===== src/rtl/div_sched_ctrl.sv =====
// div_sched_ctrl: programmable clock-tick divider. The divisor can be changed
// at run time. A new divisor is applied only at a period boundary, so a period
// that is already in progress is never cut short or stretched.
//
// Ports
//   clk         single clock, rising edge
//   reset_n     asynchronous active-low reset
//   en          run enable (high = generate ticks, low = return to idle)
//   cfg_valid   new divisor offered on cfg_div
//   cfg_div     requested divisor N (0 is treated as 1)
//   cfg_ready   a divisor can be accepted this cycle
//   q           one-cycle tick every N cycles while running
//   running     high while in RUN or PEND
//   period_cnt  completed periods since the last start (saturates at 255)
//
// state | meaning
// ------+-----------------------------------------------------------
// IDLE  | stopped, cnt held at 0, divisor loads directly
// RUN   | counting with div_reg, ready for a new divisor
// PEND  | counting, pend_div waits for the next period boundary
module div_sched_ctrl #(
   parameter int WIDTH   = 4,
   parameter int DEF_DIV = 3
) (
   input  logic             clk,
   input  logic             reset_n,
   input  logic             en,
   input  logic             cfg_valid,
   input  logic [WIDTH-1:0] cfg_div,
   output logic             cfg_ready,
   output logic             q,
   output logic             running,
   output logic [7:0]       period_cnt
);

   localparam logic [1:0] S_IDLE = 2'd0;
   localparam logic [1:0] S_RUN  = 2'd1;
   localparam logic [1:0] S_PEND = 2'd2;

   localparam logic [WIDTH-1:0] DIV_ONE = WIDTH'(1);
   localparam logic [WIDTH-1:0] DIV_DEF = WIDTH'(DEF_DIV);

   logic [1:0]       state;
   logic [WIDTH-1:0] div_reg;
   logic [WIDTH-1:0] pend_div;
   logic [WIDTH-1:0] cnt;
   logic [7:0]       period_q;

   logic             xfer;
   logic [WIDTH-1:0] cfg_val;
   logic             boundary;
   logic [7:0]       period_inc;

   assign xfer       = cfg_valid && cfg_ready;
   assign cfg_val    = (cfg_div == '0) ? DIV_ONE : cfg_div;
   // div_reg is never 0, so div_reg-1 never underflows
   assign boundary   = (cnt == (div_reg - DIV_ONE));
   assign period_inc = (period_q == 8'hFF) ? period_q : period_q + 8'd1;

   // All outputs decode registered state only
   assign running    = (state == S_RUN) || (state == S_PEND);
   assign cfg_ready  = (state != S_PEND);
   assign q          = running && (cnt == '0);
   assign period_cnt = period_q;

   always_ff @(posedge clk or negedge reset_n) begin
      if (!reset_n) begin
         state    <= S_IDLE;
         cnt      <= '0;
         div_reg  <= DIV_DEF;
         pend_div <= DIV_DEF;
         period_q <= 8'd0;
      end else begin
         case (state)
            S_IDLE: begin
               cnt <= '0;
               if (xfer)
                  div_reg <= cfg_val;
               if (en) begin
                  state    <= S_RUN;
                  period_q <= 8'd0;
               end
            end

            S_RUN: begin
               if (boundary)
                  period_q <= period_inc;
               if (!en) begin
                  state <= S_IDLE;
                  cnt   <= '0;
                  if (xfer)
                     div_reg <= cfg_val;
               end else if (boundary) begin
                  // Boundary transfer takes effect for the period starting now
                  cnt <= '0;
                  if (xfer)
                     div_reg <= cfg_val;
               end else begin
                  cnt <= cnt + DIV_ONE;
                  if (xfer) begin
                     pend_div <= cfg_val;
                     state    <= S_PEND;
                  end
               end
            end

            S_PEND: begin
               if (boundary)
                  period_q <= period_inc;
               if (!en) begin
                  // A stop commits the waiting divisor rather than dropping it
                  state   <= S_IDLE;
                  cnt     <= '0;
                  div_reg <= pend_div;
               end else if (boundary) begin
                  state   <= S_RUN;
                  cnt     <= '0;
                  div_reg <= pend_div;
               end else begin
                  cnt <= cnt + DIV_ONE;
               end
            end

            default: begin
               state <= S_IDLE;
               cnt   <= '0;
            end
         endcase
      end
   end

endmodule


===== config.mk =====
export PLATFORM = sky130hd
export DESIGN_NAME = div_sched_ctrl
export DESIGN_NICKNAME = d
export VERILOG_FILES = /design/src/rtl/div_sched_ctrl.sv
export SDC_FILE = /design/constraint.sdc
export NUM_CORES = 1
export LEC_CHECK = 0
export CAP_MARGIN = 15
export CORE_ASPECT_RATIO = 0.7
export CORE_MARGIN = 4
export CORE_UTILIZATION = 54
export CTS_CLUSTER_SIZE = 10
export DETAILED_ROUTE_END_ITERATION = 8
export GPL_TIMING_DRIVEN = 0
export MAX_ROUTING_LAYER = met4
export PLACE_DENSITY = 0.79
export SETUP_SLACK_MARGIN = 0.05
export SLEW_MARGIN = 5
export SYNTH_ARGS = -nofsm -noshare
export SYNTH_HDL_FRONTEND = slang
export SYNTH_SLANG_ARGS = --single-unit
export TNS_END_PERCENT = 20

===== constraint.sdc =====
create_clock -name clk -period 3.3 [get_ports clk]
set_clock_uncertainty 0.15 [all_clocks]
set_input_delay 0.66 -clock clk [delete_from_list [all_inputs] [get_ports clk]]
set_output_delay 0.66 -clock clk [all_outputs]
set_load 0.02 [all_outputs]

# Word level (Yosys, flattened, before mapping)
# Cells that the tools add are included.
[op_classes]
n_addsub = 3
n_eq_ne = 12
mux = 21
n_bitwise = 1
n_reduce_logical = 13
[op_table]
columns = ["cell", "n"]
rows = [
  ["4-bit two-way mux", 9],
  ["8-bit two-way mux", 3],
  ["8-bit case mux with 2 select lines", 1],
  ["2-bit two-way mux", 6],
  ["3-bit inequality test, second input constant", 4],
  ["4-bit case mux with 3 select lines", 1],
  ["4-bit AND reduction", 3],
  ["8-bit by 1-bit adder with 8-bit output, second input constant", 1],
  ["8-bit equality test, second input constant", 1],
  ["4-bit logical NOT", 2],
  ["2-bit inequality test, second input constant", 3],
  ["2-bit case mux with 3 select lines", 1],
  ["4-bit by 1-bit adder with 4-bit output, second input constant", 1],
  ["4-bit equality test", 1],
  ["4-bit by 1-bit subtractor with 4-bit output, second input constant", 1],
  ["3-bit AND reduction", 1],
  ["3-bit nonzero test", 1],
  ["2-bit by 1-bit equality test with 1-bit output, second input constant", 1],
  ["2-bit equality test, second input constant", 1],
  ["1-bit logical AND", 2],
  ["2-bit logical NOT", 1],
  ["2-bit by 1-bit inequality test with 1-bit output, second input constant", 1],
  ["2-bit nonzero test", 1],
  ["2-bit OR reduction", 1],
  ["other kinds (2)", 2],
]
[totals]
reg_bits = 22
in_bits = 8
out_inout_bits = 11
word_cells = 55

# Logic depth before layout (Yosys ltp)
[depth]
depth_word = 6
mapped_depth = 8
mapped_depth_nobuf = 7

# Worst setup path after synthesis
# Ideal clock, no wire load.
[synth_path]
kind = "reg2reg"
startpoint = "register state[0]"
endpoint = "register period_q[5] (netlist: period_cnt[5])"
setup_time_ps = 125
t_arrival_ps = 2112
required_time_ps = 3025
path_slack_ps = 913
stages_incl_launch_ff = 8
n_path_buf = 0
period_less_slack_ps = 2387
path_cell_list = "dfrtp_1 > inv_1 > ha_1 > and4_1 > a211o_1 > nor3_1 > nand4_1 > mux2_2"
[synth_between]
elab_chain_len = 4
word_cells_on_any_way = 10
classes_between = "5 x eq/ne; 1 x mux; 4 x reduce/logical"
[synth_rtl]
columns = ["element", "line", "text"]
rows = [
  ["from (decl)", "43", "logic [1:0] state;"],
  ["from (signal assigned)", "68", "state <= S_IDLE;"],
  ["from (signal assigned)", "80", "state <= S_RUN;"],
  ["from (signal assigned)", "89", "state <= S_IDLE;"],
  ["2-bit by 1-bit equality test with 1-bit output or 2-bit equality test (tied branches)", "74", "case (state)"],
  ["2-bit OR reduction (no line)", "--", ""],
  ["2-bit inequality test (no line) (tied with other cells)", "--", ""],
  ["4-bit AND reduction (no line)", "--", ""],
  ["to (signal assigned)", "87", "period_q <= period_inc;"],
  ["to (signal assigned)", "109", "period_q <= period_inc;"],
  ["to (decl)", "47", "logic [7:0] period_q;"],
]
# Several ways; a longest one is shown, not always the timed one.
# A chain may end at the register's enable or synchronous reset.

# Final worst setup path
[layout_path]
startpoint = "register state[0]"
endpoint = "output port q"
[layout_between]
elab_chain_len = 3
word_cells_on_any_way = 4
classes_between = "2 x eq/ne; 2 x reduce/logical"
[layout_rtl]
columns = ["element", "line", "text"]
rows = [
  ["2-bit by 1-bit equality test with 1-bit output or 2-bit equality test (tied branches)", "61", "assign running = (state == S_RUN) || (state == S_PEND);"],
  ["1-bit logical OR *", "61", ""],
  ["1-bit logical AND *", "63", "assign q = running && (cnt == '0);"],
  ["to (decl)", "31", "output logic q,"],
]
# Every way passes the cells marked *; elsewhere a longest branch is shown, timed or not.

==> results <==
- The clock network latency to the later pin of the worst-skew pair is roughly 0.32 ns.
- The leakage power is just under 0.7 nW.
- Net switching is between 40% and 50% of the power.
- Internal power comes to between 700 and 800 uW.
- The path class of the tightest hold or removal check is flip-flop to flip-flop.
- The synthesized design spends more area on one cell type than any other, namely dfrtp_1.
- The detailed-placement wirelength estimate is 2260 um.
- The register area share after synthesis is around two fifths.
- Setup repair after global routing left no endpoint under its margin.
- Entering global routing, the biggest net connects 23 pins.
- The die width is 68.0 um.
- Synthesis produced a netlist with a net count of 148.
- From synthesis to final layout, the design area changed by 18.1%.
- The analysis attributes to net switching a power of 583 uW.
- The row count is 14.
- The total of warnings raised by yosys is 0.
- The global-route wire length before repair is around 5000 um.
- In the routed layout, each cell is associated on average with a via count of about 5.8.
- The final standard cell utilization of the core is between 70% and 80%.
- For this configuration, the core starts out at a cell density of about three fifths.
- The number of antenna violations at the first check in global routing is 0.
- The maximum frequency from static timing analysis is 325 MHz.
- The share of Yosys cell area claimed by the top area cell type is around 33%.
- The startpoint kind of the worst setup timing path is a flip-flop.
- The post-detailed-placement cell area is ~1600 sq um.
- The total I/O pin count is 19.
- The total core area is about 2300 sq um.
- The area of the mapped netlist is roughly 1400 sq um.
- The class of the most critical setup path is flip-flop to primary output.
- After the flow finishes, the layout carries non-filler instances totaling around 190.
- The kind of capture point of the worst setup path is a primary output.
- The fraction of power consumed by the clock network is between 10% and 20%.
- The number of levels in the clock H-tree is 1.
- The number of buffers between clock root and the deepest sink is 2.
- The number of antenna cells inserted is 0.
- The multi-input combinational cells in the finished layout cover a total of between 700 and 800 sq um.
- The DRC violation count after routing is 0.
- TritonCTS built the clock tree.
- The worst-case IR drop observed on VDD is approximately 0.44 mV.
- The number of flops mapped to enable cells by yosys is 0.
- The fill cell total of the finished layout is approximately 190.
- The global placer's final weighted congestion is 0.827.
- The cts-stage hold buffer count is 0.
- The flip-flop count of the largest register after layout is 8.
- The flow ran to the end, and the final reports show no timing, DRC or antenna violations.
- A synthesized cell averages 10.3 sq um.
- The floorplan step defined a die boundary enclosing about 3400 sq um.
- The die height is 50.0 um.
- The instance count of the mapped netlist is 132.
- In this run the remaining antenna-violating nets after routing total 0.
- In this run, synthesis produced a sequential element count of 22.
- After detailed routing, the total wire length is approximately 3000 um.
- The count of distinct cell types in the synthesized netlist is 39.
- The CTS clock-pin slew for the worst setup and hold paths is about 0.14 ns.
- The cell area power density is 830 nW/um^2.
- The final count of pins violating max slew is 0.
- The overflow left after global routing is 0.
- In the synthesized netlist the async set-or-reset flop fraction comes to between 90% and 100%.
- After the first detailed-routing iteration, the DRC count stood at 81.
- Post-CTS timing repair inserted 0 buffers for setup.
- In this run, post-CTS repair resized a total of 0 instances.
- The proportion of power drawn by combinational gates is roughly 56%.
- The maximum fanout count along the critical path is 7.
- The total placed cells including tap cells is 181.
- Buffers placed on the I/O ports in this run total 17.
- The final hold violation count is 0.
- Counting every sink on the clock net gives 22.
- The global-route usage over all layers is 20.4%.
- The time the worst path needs with I/O delays and setup is slightly above 3 ns.
- The via count of the first global-routing pass is 1102.
- The share of the cycle needed by the critical path after routing is between 90% and 100%.
- The critical path data arrival time is approximately 2.3 ns.
- Among all flip-flop cells after synthesis, the most frequent one is dfrtp_1.
- In this run the tightest slew margin relative to its limit is 34.0%.
- The number of setup violations in the final report is 0.
- Dividing the detail-routed wire length by the instance count gives approximately 16 um.
- The cell sitting at the root of the clock tree is a clkbuf_4.
- Adding up every negative setup slack in the final design gives 0 ns.
- By count the netlist is led by 18 x dfrtp_1, 12 x inv_1, 9 x mux2_2.
- The finished cells cover about 1600 sq um.
- The number of clock buffers added by TritonCTS is 3.
- The transition time at the pin with the least slew margin is a little under 1 ns.
- In the post-synthesis netlist, the cell with the most instances is dfrtp_1.
- The ratio of cells with drive above 1 in the final layout is around 14%.
- The required arrival time at the worst endpoint is between 2 and 2.5 ns.
- The first detailed-routing pass took 4 iterations.
- Per report_power, the sequential group accounts for 32.3% of the total.
- Registers take 556 sq um.
- Max-cap violations in this run came to 0.
- By area the synthesized netlist is led by dfrtp_1 33%, dfstp_2 7.7%, mux2_2 7.5%.
- At the end of the flow, the number of nets in the layout was 170.
- The via count is ~1100.
per-layer routing:
metal | track usage, % | vias up | share of wire [%]
li1 | - | 511 | -
met1 | 27.2 | 522 | 48
met2 | 29.6 | 31 | 47
met3 | 5.91 | 6 | 4.4
met4 | 6.60 | 0 | 1.4
met5 | - | - | 0
path summary, 6_finish.rpt:
check / startpoint / endpoint / slack, ns / depth (start not counted)
setup / recovery: state[0] / q / 0.22 / 5
hold / removal: div_reg[1] / div_reg[1] / 0.37 / 2
setup reg to reg: state[0] / period_cnt[5] / 0.51 / 7
hold reg to reg: div_reg[1] / div_reg[1] / 0.37 / 2
max in group asynchronous: reset_n / period_cnt[4] / 1.68 / 1
min in group asynchronous: reset_n / period_cnt[0] / 0.71 / 1
power groups by stage:
stage | Combinational, mW | Sequential, mW | Clock (mW)
detailed placement | 0.737 | 0.433 | 0
floorplan | 0.530 | 0.424 | 0
finish | 0.745 | 0.431 | 0.157
CTS | 0.742 | 0.429 | 0.159
global placement | 0.700 | 0.430 | 0
global route | 0.811 | 0.441 | 0.173
critical path, cell delays in order, from the launching register on:
cell and delay [ns]:
dfrtp_1 0.43, inv_1 0.12, ha_1 0.44, nand2_1 0.08, nor3_1 0.21, clkdlybuf4s50_1 0.66
metrics by stage:
stage                     hold slack [ns]  total power [mW]  setup slack [ns]
after detailed placement            0.343              1.17             0.646
final                               0.372              1.33             0.220
after global routing                0.391              1.42             0.125
after global placement              0.336              1.13             0.690
after CTS                           0.377              1.33             0.252
after floorplan                     0.214             0.954             0.913
kinds of logic (layout without fill, tap and decap cells):
logic type	count (synthesis)	in the layout	synth area share (%)
simple gates	41	41	17.8
mux	16	16	12.6
compound gates	21	21	9.84
buf+inv	15	36	4.69
fa+ha+maj	8	8	7.36
xor+xnor	9	9	6.81
flops	22	22	40.8
cells in the final DEF (no fill, tap or decap), types with 3 or more instances in the layout:
master,instances
nand2_1,4
o21ai_0,5
inv_1,12
ha_1,8
xnor2_1,5
xor2_1,3
nor4_1,3
dfstp_2,4
dfrtp_1,18
clkbuf_4,3
clkdlybuf4s50_1,17
nand3_1,4
nor2_1,8
a21oi_1,5
mux2i_1,7
nor3_1,7
mux2_2,9
area by class of cell:
| type | count | area share, % |
|---|---|---|
| Tap cell | 32 | 2.49 |
| Inverter | 12 | 2.80 |
| Buffer | 3 | 1.17 |
| Multi-Input combinational cell | 95 | 46.1 |
| Clock buffer | 4 | 2.26 |
| Sequential cell | 22 | 34.6 |
| Timing Repair Buffer | 17 | 10.6 |
(Power assumes the default switching activity.)
